$ cat src/rtl/vga_text_fetch_arbiter.sv
// Text RAM arbiter: display cell fetches have absolute priority. The CPU write
// port gets every RAM cycle the display does not claim.
module vga_text_fetch_arbiter #(
    parameter int COLUMNS     = 80,
    parameter int ROWS        = 30,
    parameter int PIXELS      = 10,
    parameter int FETCH_PIXEL = 2,
    parameter int DATA_WIDTH  = 16,
    parameter int ADDR_WIDTH  = $clog2(COLUMNS*ROWS)
) (
    input  logic                        clk,
    input  logic                        reset,
    input  logic                        increment,
    input  logic                        h_carry,
    input  logic                        h_active,
    input  logic [$clog2(COLUMNS)-1:0]  h_block,
    input  logic [$clog2(PIXELS)-1:0]   h_pixel,
    input  logic                        v_active,
    input  logic [$clog2(ROWS)-1:0]     v_block,
    input  logic                        cpu_valid,
    output logic                        cpu_ready,
    input  logic [ADDR_WIDTH-1:0]       cpu_addr,
    input  logic [DATA_WIDTH-1:0]       cpu_data,
    output logic                        cpu_error,
    output logic                        ram_en,
    output logic                        ram_we,
    output logic [ADDR_WIDTH-1:0]       ram_addr,
    output logic [DATA_WIDTH-1:0]       ram_wdata,
    input  logic [DATA_WIDTH-1:0]       ram_rdata,
    output logic                        code_valid,
    output logic [DATA_WIDTH-1:0]       code
);
    localparam int HB_W = $clog2(COLUMNS);
    localparam int PX_W = $clog2(PIXELS);
    // One extra bit so the cell count itself is always representable.
    localparam logic [ADDR_WIDTH:0] CELLS = (ADDR_WIDTH+1)'(COLUMNS*ROWS);

    logic                  line_pending_reg;
    logic                  line_fetch;
    logic                  cell_fetch;
    logic                  disp_req;
    logic [ADDR_WIDTH-1:0] fetch_col;
    logic [ADDR_WIDTH-1:0] fetch_addr;
    logic                  cpu_xfer;
    logic                  cpu_in_range;

    logic                  ram_en_reg;
    logic                  ram_we_reg;
    logic [ADDR_WIDTH-1:0] ram_addr_reg;
    logic [DATA_WIDTH-1:0] ram_wdata_reg;
    logic                  cpu_error_reg;
    logic                  rd_stage1_reg;
    logic                  rd_stage2_reg;
    logic                  code_valid_reg;
    logic [DATA_WIDTH-1:0] code_reg;

    // Column 0 is fetched one cycle after the line carry so the row counter
    // has already advanced; later cells are fetched one cell ahead of display.
    assign line_fetch = line_pending_reg && v_active;
    assign cell_fetch = increment && h_active && v_active
                        && (h_pixel == PX_W'(FETCH_PIXEL))
                        && (h_block != HB_W'(COLUMNS-1));
    assign disp_req   = line_fetch || cell_fetch;
    assign fetch_col  = line_fetch ? '0 : ADDR_WIDTH'(h_block) + ADDR_WIDTH'(1);
    assign fetch_addr = ADDR_WIDTH'(v_block) * ADDR_WIDTH'(COLUMNS) + fetch_col;

    // CPU gets any cycle the display leaves free.
    assign cpu_ready    = !reset && !disp_req;
    assign cpu_xfer     = cpu_valid && cpu_ready;
    assign cpu_in_range = {1'b0, cpu_addr} < CELLS;

    // Delay the horizontal carry by one cycle to form the line-start fetch.
    always_ff @(posedge clk) begin
        if (reset) begin
            line_pending_reg <= 1'b0;
        end else begin
            line_pending_reg <= h_carry;
        end
    end

    // Registered RAM port: display read wins, otherwise an in-range CPU write.
    always_ff @(posedge clk) begin
        if (reset) begin
            ram_en_reg    <= 1'b0;
            ram_we_reg    <= 1'b0;
            ram_addr_reg  <= '0;
            ram_wdata_reg <= '0;
            cpu_error_reg <= 1'b0;
        end else begin
            cpu_error_reg <= cpu_xfer && !cpu_in_range;
            if (disp_req) begin
                ram_en_reg   <= 1'b1;
                ram_we_reg   <= 1'b0;
                ram_addr_reg <= fetch_addr;
            end else if (cpu_xfer && cpu_in_range) begin
                ram_en_reg    <= 1'b1;
                ram_we_reg    <= 1'b1;
                ram_addr_reg  <= cpu_addr;
                ram_wdata_reg <= cpu_data;
            end else begin
                ram_en_reg <= 1'b0;
                ram_we_reg <= 1'b0;
            end
        end
    end

    // Read return pipeline: track each fetch until its data arrives.
    always_ff @(posedge clk) begin
        if (reset) begin
            rd_stage1_reg  <= 1'b0;
            rd_stage2_reg  <= 1'b0;
            code_valid_reg <= 1'b0;
            code_reg       <= '0;
        end else begin
            rd_stage1_reg  <= disp_req;
            rd_stage2_reg  <= rd_stage1_reg;
            code_valid_reg <= rd_stage2_reg;
            if (rd_stage2_reg) begin
                code_reg <= ram_rdata;
            end
        end
    end

    assign ram_en     = ram_en_reg;
    assign ram_we     = ram_we_reg;
    assign ram_addr   = ram_addr_reg;
    assign ram_wdata  = ram_wdata_reg;
    assign cpu_error  = cpu_error_reg;
    assign code_valid = code_valid_reg;
    assign code       = code_reg;
endmodule

$ cat config.mk
export PLATFORM = sky130hd
export DESIGN_NAME = vga_text_fetch_arbiter
export DESIGN_NICKNAME = d
export VERILOG_FILES = /design/src/rtl/vga_text_fetch_arbiter.sv
export SDC_FILE = /design/constraint.sdc
export NUM_CORES = 1
export LEC_CHECK = 0
export ABC_AREA = 1
export CAP_MARGIN = 20
export CELL_PAD_IN_SITES_DETAIL_PLACEMENT = 1
export CELL_PAD_IN_SITES_GLOBAL_PLACEMENT = 2
export CORE_ASPECT_RATIO = 0.5
export CORE_UTILIZATION = 19
export DETAILED_ROUTE_END_ITERATION = 8
export PLACE_DENSITY_LB_ADDON = 0.1
export SLEW_MARGIN = 20
export SYNTH_ARGS = -nofsm -noshare
export SYNTH_HDL_FRONTEND = slang
export SYNTH_SLANG_ARGS = --single-unit
$ cat constraint.sdc
create_clock -name clk -period 2.9 [get_ports clk]
set_clock_uncertainty 0.2 [all_clocks]
set_input_delay 0.87 -clock clk [delete_from_list [all_inputs] [get_ports clk]]
set_output_delay 0.87 -clock clk [all_outputs]
set_load 0.01 [all_outputs]
[Word level (Yosys, flattened, before mapping)]
Index checks and enable logic that the tools add are counted.
Operators by class
  add/subtract/negate cells: 2
  bitwise logic cells: 1
  $lt $le $gt $ge: 1
  equality and inequality tests: 2
  shift operators: 0
  divide/modulo/power cells: 0
  reduce and logical (&&, ||, !) cells: 16
  multiply operators: 1
  multiplexer cells: 5
Operators with widths (count)
  12-bit 2-to-1 mux: 2
  12-bit by 8-bit adder with 12-bit output: 1
  12-bit less-than comparator (second input constant): 1
  1-bit logical AND: 9
  7-bit by 1-bit adder with 8-bit output (second input constant): 1
  5-bit by 3-bit multiplier with 8-bit output (second input constant): 1
  8-bit 2-to-1 mux: 1
  7-bit inequality test (second input constant): 1
  4-bit by 2-bit equality test with 1-bit output (second input constant): 1
  1-bit logical NOT: 3
  1-bit 2-to-1 mux: 2
  2-bit AND reduction: 1
  2-bit nonzero test: 1
  2-bit OR reduction: 1
  1-bit logical OR: 1
  1-bit inverter: 1
Storage, ports and cells
  input port bits: 67
  RAM bits: 0
  bits in latches: 0
  logic and storage cells: 38
  memories: 0
  register bits: 51
  output and inout port bits: 49
  ROM bits: 0

[Depth between registers and ports, before layout]
Gate-level depths: netlist (run 1).
  word-level depth: 11
  depth in mapped cells: 16
  gate-level depth less buffers: 16

[Least setup slack after synthesis (run 1)]
Ideal clock, no wire load.
  kind: input to register
  start: input h_block[0]
  end: register ram_addr_reg[10] (netlist: ram_addr[10])
  cell stages on the path: 15
  path buffers: 0
  data required time: 2588 ps
  data arrival time: 2616 ps
  setup slack: -29 ps
  cells stage by stage: ha_1 > nand2_2 > nor2_4 > inv_1 > nor2_1 > nor2_1 > ha_1 > inv_1 > fa_1 > o21ai_0 > nand2_1 > o21ai_0 > nand3_1 > nand2_1 > nand2_1
Between the ends
  word-level cells in the longest chain between the ends: 8
  elaborated cells on any way between the ends: 12
  classes of those cells: add/sub: 2; eq/ne: 1; mux: 2; reduce/logical: 7
Ends and longest elaborated chain
  start: declaration: line 16  | input logic [$clog2(COLUMNS)-1:0] h_block,
  parallel branches: the longest is 8 deep, another holds 12-bit by 8-bit adder with 12-bit output
  end signal: assignment: line 94  | ram_addr_reg <= fetch_addr;
  end signal: assignment: line 98  | ram_addr_reg <= cpu_addr;
  end: declaration: line 49  | logic [ADDR_WIDTH-1:0] ram_addr_reg;
Several ways; the timed one is not identified.
A chain may end at the register's enable or synchronous reset.

[Worst setup path after layout (run 1)]
  start: input h_block[5]
  end: output cpu_ready
Between the ends
  word-level cells in the longest chain between the ends: 5
Ends and longest elaborated chain
  7-bit inequality test: line 62  | && (h_block != HB_W'(COLUMNS-1));
  1-bit logical AND: line 62
  1-bit logical OR: line 63  | assign disp_req = line_fetch || cell_fetch;
  1-bit logical NOT: line 68  | assign cpu_ready = !reset && !disp_req;
  1-bit logical AND: line 68
  end: declaration: line 21  | output logic cpu_ready,
No other way between the ends.

==> results of run 1 <==
==> power by group <==
| group | internal (mW) | switching [mW] |
|---|---|---|
| combinational | 0.268 | 0.225 |
| clock | 0.404 | 0.267 |
| sequential | 0.734 | 0.0165 |
==> cell usage after synthesis, drive strengths merged, types with 2 or more instances <==
cell type,count
nor2,88
dfxtp,51
xnor2,2
fa,2
nand2,88
inv,29
ha,11
o31ai,2
nand3b,16
xor2,2
a21oi,8
buf,4
nand3,18
clkbuf,8
o21ai,27
nor3,3
==> area by class of cell <==
cell class	instances	area share (%)
Inverter	30	2.51
Multi-Input combinational cell	271	35.0
Tap cell	170	4.64
Clock inverter	1	0.655
Timing Repair Buffer	154	32.1
Sequential cell	51	22.3
Clock buffer	6	2.81
==> metrics by stage <==
step	power [mW]	hold slack, ps	TNS [ps]
6_report	1.91	199	0
2_1_floorplan	0.955	188	0
4_1_cts	1.93	207	0
3_3_place_gp	1.22	195	-9040
3_5_place_dp	1.22	197	-9620
5_1_grt	2.03	229	-8.80
==> per-layer routing <==
metal,part of all wire (%),track usage [%],vias up
met1,50,16.9,1248
met4,0.92,3.54,0
li1,-,-,1448
met3,3.6,2.50,5
met2,45,20.6,58
met5,0,0,-
==> cell families after synthesis <==
kind of cell,synth area share [%]
buf+inv,6.48
fa+ha+maj,6.87
compound gates,8.18
xor+xnor,1.35
simple gates,37.6
flops,39.5
==> repair_timing <==
action                     4_1_cts  5_1_grt
gates resized for setup         56       27
hold buffers                     0        0
pin swaps                       26       25
setup buffers                    2        0
setup endpoints to repair        8        6
cloned                           0        0
==> how the worst max path moves through the flow <==
stage | cells after the start | to | slack [ps]
4_1_cts | 11 | ram_addr[8]$_SDFFE_PP0P_ | 0.1
3_3_place_gp | 9 | cpu_ready | -790
6_report | 7 | cpu_ready | 100
5_1_grt | 19 | ram_addr[10]$_SDFFE_PP0P_ | -9
3_5_place_dp | 9 | cpu_ready | -800
2_1_floorplan | 15 | ram_addr[10]$_SDFFE_PP0P_ | 30
==> cells in the final DEF, fill, tap and decap left out, types with 3 or more instances in the layout <==
cell type / instances
a21oi_1: 5
ha_4: 4
dfxtp_1: 51
ha_1: 6
clkdlybuf4s50_1: 98
nand3_2: 7
a21oi_2: 3
nand2_1: 78
buf_4: 36
inv_2: 3
buf_6: 3
nand2_2: 8
nor2_2: 13
clkbuf_16: 5
buf_12: 3
inv_1: 25
o21ai_0: 24
nand3b_1: 16
nor2_4: 4
nand3_1: 11
nor2_1: 70
dlygate4sd2_1: 11
==> worst min-delay path, stage by stage, from the launching register on <==
cell and delay [ps]:
dfxtp_1 300, inv_1 40, nor2_1 30
==> flow_summary_export.csv, run 1 <==
group,metric,value,unit
clock_network,cts_sinks,51,
worst_setup_path,critPathSlowestCell,"dlygate4sd2_1",
route,vias_per_cell,4.04,
timing,maxSlewViolCount,0,
clock_network,clock_latency,290,ps
timing,setup-violations-final,0,
route,drt_iter0_drc,114,
power_and_ir_drop,ir_drop,0.194,mV
global_routing,grt_max_degree,39,
cells_and_area,multi_input_area,0.00161,mm^2
clock_network,htreeDepth,2,
yosys,netlist_area,0.00259,mm^2
timing,tightest_slew,690,ps
yosys,yosysSeqAreaShare,39.5,%
cells_and_area,final_core_util,35.4,%
global_routing,grt_use_total,12.6,%
power_and_ir_drop,cellLeakagePower,2.00,nW
yosys,async_flop_share,0,%
worst_setup_path,crit_required,1830,ps
worst_setup_path,r2r_end,"ram_addr[10]$_SDFFE_PP0P_",
power_and_ir_drop,power_density,417,mW/mm^2
timing,relSlewSlack,53.6,%
cells_and_area,diodes,0,
yosys,ys_top_cells_by_area,"dfxtp_1 (39%), nand2_1 (12%), nor2_1 (11%)",
timing,period_needed,2800,ps
placed_design,gp_congestion,0.717,
global_routing,grt_pass1_vias,2830,
yosys,synthFlopType,"dfxtp_1",
placed_design,place_ws,-796,ps
worst_setup_path,path_delay_family,"simple AND/OR/NAND/NOR gates",
floorplan,initial_utilization,20.0,%
yosys,synth_edf_count,0,
timing,hold_viol_final,0,
route,first_pass_iters,4,
floorplan,die_h,84.5,um
worst_setup_path,r2r-start,"line_pending_reg$_SDFF_PP0_",
worst_setup_path,crit_path_start,"h_block[5]",
hold_path,hp-start,"rd_stage1_reg$_SDFF_PP0_",
cells_and_area,nFillCells,1570,
hold_path,whs_endpoint,"rd_stage2_reg$_SDFF_PP0_",
floorplan,rows,29,
clock_network,cts_buffers,5,
cells_and_area,design_area,0.00459,mm^2
floorplan,core_area,0.0130,mm^2
worst_setup_path,arrival,1730,ps
placed_design,place.port_buffers,115,
route,final_antenna_net_count,0,
hold_path,holdPathStages,2,
floorplan,io_pins,116,
status,status,"finished, final reports clean",
cells_and_area,drive_above_1_share,21.2,%
hold_path,worstHoldPathType,"reg2reg",
yosys,yosysWarnings,0,
yosys,syn_inst,364,
worst_setup_path,path_class,"in2out",
worst_setup_path,end_kind,"output pin",
yosys,synth_cell_types,31,
worst_setup_path,crit_chain,"dlygate4sd2_1, nor2_2, nand3_2, nand2_2, nand2_4, nor2_4, buf_6",
worst_setup_path,cp_max_fo,2,
route,drt-total-wl,8650,um
worst_setup_path,cp_slowest_stage_delay,250,ps
global_routing,antenna_found_initial,0,
placed_design,place_area,0.00421,mm^2
global_routing,grt_pass1_wl,14200,um
worst_setup_path,cp-start-kind,"input pin",
clock_network,cts_tree,"built",
global_routing,grt_overflow,0,
clock_network,clockBufferDepth,2,
yosys,syn_avg_cell_area,7.11,um^2
timing,setup_slack,97.2,ps
route,wl_per_cell,12.7,um
clock_network,clockRootBuffer,"clkbuf_16",
cells_and_area,nNetsFinal,593,
route,num_vias,2759,
placed_design,detailed_place_hpwl,6440,um
route,drc,0,
floorplan,fp.dieW,167,um
cells_and_area,layout.cells.non_filler,683,
worst_setup_path,r2r_cells,12,
floorplan,dieArea,0.0141,mm^2
placed_design,place_inst,674,
yosys,synth_top_cell_by_area,"dfxtp_1",
clock_network,clk_pin_slew,70,ps
worst_setup_path,path_buf_inv,2,
run,cap_violations,0,
cells_and_area,area_growth,77.3,%
yosys,ys_ff_latch,51,
timing,period_share,96.6,%
yosys,syn_nets,444,
cells_and_area,regArea,0.00102,mm^2
worst_setup_path,r2r_setup_slack,740,ps
timing,fmax,357,MHz
yosys,synth_top_area_share,39.5,%
No activity file was read; power rests on OpenSTA's default activity.
==> run 2, diff against run 1 <==
--- a/config.mk
+++ b/config.mk
@@ -12,7 +12,7 @@
 export CORE_ASPECT_RATIO = 0.5
 export CORE_UTILIZATION = 19
 export DETAILED_ROUTE_END_ITERATION = 8
-export PLACE_DENSITY_LB_ADDON = 0.1
+export PLACE_DENSITY = 0.84
 export SLEW_MARGIN = 20
 export SYNTH_ARGS = -nofsm -noshare
 export SYNTH_HDL_FRONTEND = slang
==> run 2 against run 1 <==
Against the previous run:
- routed wire length up 11%
- clock-buffer cell count unchanged
- worst setup slack got worse by 82 ps
- hold slack gained 27 ps
- critical endpoint unchanged
- core utilization is 0.43 points higher
- die area unchanged
- first-iteration DRC count decreased by 52%
- final area increased by 1.2%
- global-route usage up 1.2 points
- non-clock buffer count up 6
- cell count up 1.0%
- via count increased by 5.3%
==> flow_summary_export.csv, run 2 (synthesized netlist as in run 1, its figures left out) <==
group,metric,value,unit
timing,maxSlewViolCount,0,
floorplan,rows,29,
worst_setup_path,cp_slowest_stage_delay,140,ps
clock_network,clockBufferDepth,2,
worst_setup_path,end_kind,"output pin",
worst_setup_path,r2r-start,"line_pending_reg$_SDFF_PP0_",
global_routing,grt_use_total,13.8,%
placed_design,place_inst,675,
power_and_ir_drop,power_density,421,mW/mm^2
worst_setup_path,crit_chain,"buf_6, ha_4, nand2_4, nor2_4, buf_6, nand3_4, nand2_4, nand2_4, nor2_4, buf_6",
placed_design,place_ws,-810,ps
worst_setup_path,cp-start-kind,"input pin",
worst_setup_path,r2r_setup_slack,700,ps
global_routing,antenna_found_initial,0,
route,vias_per_cell,4.21,
cells_and_area,nNetsFinal,599,
cells_and_area,layout.cells.non_filler,690,
worst_setup_path,path_buf_inv,3,
clock_network,clockRootBuffer,"clkbuf_16",
hold_path,hp-start,"rd_stage1_reg$_SDFF_PP0_",
power_and_ir_drop,cellLeakagePower,2.04,nW
route,drt-total-wl,9590,um
route,drc,0,
timing,period_share,99.5,%
route,met3_length,159,um
cells_and_area,drive_above_1_share,22.5,%
power_and_ir_drop,ir_drop,0.214,mV
cells_and_area,final_core_util,35.8,%
cells_and_area,final_cell_mix,"clkdlybuf4s50_1 (97), nand2_1 (80), nor2_1 (70)",
route,drt_iter0_drc,55,
clock_network,cts_sinks,51,
route,dr.max_layer_used,"met4",
floorplan,initial_utilization,20.0,%
route,wl_per_cell,13.9,um
worst_setup_path,crit_required,1830,ps
clock_network,clk_pin_slew,70,ps
floorplan,io_pins,116,
floorplan,die_h,84.5,um
timing,setup-violations-final,0,
route,num_vias,2904,
placed_design,detailed_place_hpwl,7280,um
timing,holdWs,227,ps
hold_path,worstHoldPathType,"reg2reg",
floorplan,core_area,0.0130,mm^2
timing,relSlewSlack,53.6,%
worst_setup_path,arrival,1820,ps
timing,period_needed,2890,ps
timing,fin_setup_tns,0,ps
cells_and_area,area_growth,79.5,%
route,wl_met2,5120,um
timing,fmax,347,MHz
timing,hold_viol_final,0,
global_routing,grt_pass1_vias,3136,
worst_setup_path,path_delay_family,"simple AND/OR/NAND/NOR gates",
clock_network,cts_buffers,5,
floorplan,dieArea,0.0141,mm^2
hold_path,holdPathStages,2,
route,first_pass_iters,4,
worst_setup_path,path_class,"in2out",
timing,tightest_slew,690,ps
timing,setup_slack,14.9,ps
clock_network,cts_hold_buf,0,
run,cap_violations,0,
placed_design,place.port_buffers,115,
cells_and_area,diodes,0,
clock_network,htreeDepth,2,
cells_and_area,nFillCells,1531,
global_routing,grt_max_degree,28,
worst_setup_path,r2r_cells,13,
route,final_antenna_net_count,0,
worst_setup_path,crit_path_start,"h_block[0]",
clock_network,cts_tree,"built",
worst_setup_path,cp.depth,10,
cells_and_area,final_common_cell,"clkdlybuf4s50_1",
status,status,"finished, final reports clean",
global_routing,grt_overflow,0,
worst_setup_path,critPathSlowestCell,"ha_4",
route,wl_met1,4140,um
clock_network,clock_latency,300,ps
floorplan,fp.dieW,167,um
global_routing,grt_pass1_wl,15400,um
worst_setup_path,cp_max_fo,2,
placed_design,gp_congestion,0.783,
## run 2: path summary, 6_finish.rpt
kind                                    end
setup / recovery                  cpu_ready
setup reg to reg  ram_addr[10]$_SDFFE_PP0P_
hold reg to reg    rd_stage2_reg$_SDFF_PP0_
hold / removal     rd_stage2_reg$_SDFF_PP0_
## run 2: metrics by stage
step | power (mW) | cell area [um^2]
CTS | 1.95 | 4480
detailed placement | 1.21 | 4180
global placement | 1.21 | 4180
floorplan | 0.955 | 2590
finish | 1.95 | 4640
global route | 2.05 | 4640
## run 2: worst register-to-register path: cells and delay by family, from the launching register on
family,cells,cell delay (ps)
adder cells (fa/ha/maj),1,370
flip-flops,1,330
buffers and inverters,2,320
AO/OA/AOI/OAI,1,170
AND/OR/NAND/NOR,9,750
## run 2: where the power goes
| part | internal [mW] | switching (mW) |
|---|---|---|
| clock | 0.430 | 0.272 |
| sequential | 0.734 | 0.0162 |
| combinational | 0.269 | 0.232 |
## run 2: layer usage
metal,vias to the layer above,track usage [%]
met5,-,0
met4,0,4.29
met3,15,1.84
met2,32,26.4
met1,1392,15.9
li1,1465,-
## run 2: layout make-up
cell class | instances | area (um^2) | share of cell area [%]
clock buffer | 6 | 139 | 2.99
clock inverter | 2 | 35.0 | 0.755
inverter | 30 | 115 | 2.48
multi-input combinational | 271 | 1620 | 34.9
sequential | 51 | 1020 | 22.0
tap | 170 | 213 | 4.58
timing repair buffer | 160 | 1500 | 32.3
## run 2: what timing repair did
item / CTS / global route
endpoints found under the setup margin: 8 / 7
setup buffers: 3 / 4
pin swaps: 26 / 25
resized for setup: 53 / 38
==> run 3, diff against run 2 <==
--- a/config.mk
+++ b/config.mk
@@ -10,9 +10,9 @@
 export CELL_PAD_IN_SITES_DETAIL_PLACEMENT = 1
 export CELL_PAD_IN_SITES_GLOBAL_PLACEMENT = 2
 export CORE_ASPECT_RATIO = 0.5
-export CORE_UTILIZATION = 19
+export CORE_UTILIZATION = 21
 export DETAILED_ROUTE_END_ITERATION = 8
-export PLACE_DENSITY = 0.84
+export PLACE_DENSITY = 0.87
 export SLEW_MARGIN = 20
 export SYNTH_ARGS = -nofsm -noshare
 export SYNTH_HDL_FRONTEND = slang
==> constraint.sdc (replaced) <==
create_clock -name clk -period 2.8 [get_ports clk]
set_clock_uncertainty 0.2 [all_clocks]
set_input_delay 0.84 -clock clk [delete_from_list [all_inputs] [get_ports clk]]
set_output_delay 0.84 -clock clk [all_outputs]
set_load 0.01 [all_outputs]
==> run 3 against run 2 <==
Against the previous run:
- sequential share of layout area increased by 0.44 points
- clock power decreased by 14%
- critical path depth increased by 8
- hold slack got worse by 21 ps
- die area decreased by 9.4%
- highest routed layer unchanged
==> flow_summary_export.csv, run 3 (synthesized netlist as in run 1, its figures left out) <==
group,metric,value,unit
floorplan,fp.dieW,159,um
floorplan,io_pins,116,
route,wl_per_cell,13.6,um
route,drc,0,
clock_network,cts_sinks,51,
timing,hold_viol_final,0,
route,drt-total-wl,9260,um
status,status,"finished, final reports clean",
cells_and_area,diodes,0,
route,num_vias,2836,
power_and_ir_drop,ir_drop,0.232,mV
floorplan,die_h,80.5,um
hold_path,worstHoldPathType,"reg2reg",
cells_and_area,final_cell_mix,"clkdlybuf4s50_1 (96), nand2_1 (79), nor2_1 (72)",
floorplan,rows,28,
worst_setup_path,crit_required,2790,ps
worst_setup_path,cp_slowest_stage_delay,370,ps
timing,setup_slack,31.5,ps
run,cap_violations,0,
worst_setup_path,end_kind,"flip-flop",
timing,maxSlewViolCount,0,
route,vias_per_cell,4.17,
global_routing,grt_use_total,14.3,%
clock_network,clk_pin_slew,70,ps
placed_design,place_ws,-851,ps
timing,setup-violations-final,0,
power_and_ir_drop,power,1.89,mW
timing,fmax,361,MHz
timing,relSlewSlack,46.6,%
route,first_pass_iters,4,
route,drt_iter0_drc,104,
timing,period_share,98.9,%
timing,tightest_slew,795,ps
clock_network,htreeDepth,2,
global_routing,grt_pass1_wl,14500,um
placed_design,gp_congestion,0.747,
global_routing,grt_max_degree,33,
timing,period_needed,2770,ps
clock_network,cts_buffers,5,
worst_setup_path,critPathSlowestCell,"fa_2",
floorplan,dieArea,0.0128,mm^2
placed_design,place.port_buffers,115,
global_routing,grt_pass1_vias,2969,
worst_setup_path,path_buf_inv,6,
cells_and_area,nNetsFinal,594,
worst_setup_path,r2r_setup_slack,590,ps
clock_network,cts_tree,"built",
global_routing,antenna_found_initial,0,
worst_setup_path,path_delay_family,"adder cells",
worst_setup_path,arrival,2760,ps
power_and_ir_drop,power_density,416,mW/mm^2
cells_and_area,final_core_util,38.2,%
timing,rsz0062_at_grt,"yes",
floorplan,initial_utilization,21.7,%
timing,holdWs,205,ps
power_and_ir_drop,cellLeakagePower,1.98,nW
clock_network,clock_latency,290,ps
placed_design,detailed_place_hpwl,7010,um
worst_setup_path,path_class,"in2reg",
worst_setup_path,crit_chain,"buf_6, ha_4, nand2_4, nor2_4, buf_6, o21ai_1, nor2_1, ha_2, inv_2, fa_2, buf_6, xnor2_2, nand3_1, nand2_1, inv_1, nand2_1, nand2_1, inv_1",
cells_and_area,drive_above_1_share,21.9,%
timing,fin_setup_tns,0,ps
cells_and_area,final_common_cell,"clkdlybuf4s50_1",
global_routing,grt_overflow,0,
clock_network,clockRootBuffer,"clkbuf_16",
route,final_antenna_net_count,0,
clock_network,clockBufferDepth,2,
worst_setup_path,cp-start-kind,"input pin",
cells_and_area,area_growth,76.0,%
floorplan,core_area,0.0119,mm^2
worst_setup_path,cp_max_fo,2,
run 3: changes by cell type in the layout (fill, tap and decap cells not counted), sizes merged:
cell,before,now
buf,48,44
clkdlybuf4s50,97,96
bufinv,1,0
clkbuf,7,8
clkdlybuf4s15,1,3
dlymetal6s2s,4,2
run 3: area by class of cell:
cell class	instances	area (um^2)
clock buffers	7	133
clock inverters	1	5.00
fillers	1437	7360
inverters	30	115
multi-input cells	271	1620
flip-flops and latches	51	1020
well taps	165	206
repair buffers	155	1450
run 3: path summary, 6_finish.rpt:
path	endpoint	cells past startpoint	start
worst max-delay path	ram_addr[6]$_SDFFE_PP0P_	18	h_block[0]
worst min-delay path	rd_stage2_reg$_SDFF_PP0_	2	rd_stage1_reg$_SDFF_PP0_
worst max register to register	ram_addr[6]$_SDFFE_PP0P_	14	line_pending_reg$_SDFF_PP0_
worst min register to register	rd_stage2_reg$_SDFF_PP0_	2	rd_stage1_reg$_SDFF_PP0_
run 3: what timing repair did:
action | CTS | global route
hold buffers | 0 | 0
setup buffers | 1 | 3
resized for setup | 61 | 35
pin swaps | 28 | 28
endpoints found under the setup margin | 25 | 7
run 3: where the power goes:
group | switching, mW | total [mW] | internal (mW)
registers | 0.0170 | 0.777 | 0.760
clock network | 0.276 | 0.607 | 0.332
logic | 0.236 | 0.507 | 0.270
total | 0.529 | 1.89 | 1.36
run 3: routing by layer:
metal,global-route usage [%],part of all wire (%)
met1,16.5,45
met2,27.7,52
met3,1.81,1.8
met4,4.23,1.0
met5,0,0
run 3: worst reg2reg max path, cell delays in order (launching register included):
cell,delay (ps)
dfxtp_1,310
nand2_2,130
o21ai_1,100
nor2_1,160
ha_2,210
inv_2,40
fa_2,370
buf_6,130
xnor2_2,120
nand3_1,80
nand2_1,50
inv_1,50
nand2_1,50
nand2_1,50
inv_1,40
run 3: metrics by stage:
stage,instance area [um^2],cells
finish,4550,680
global route,4550,680
CTS,4420,677
detailed placement,4160,668
global placement,4160,668
floorplan,2590,364
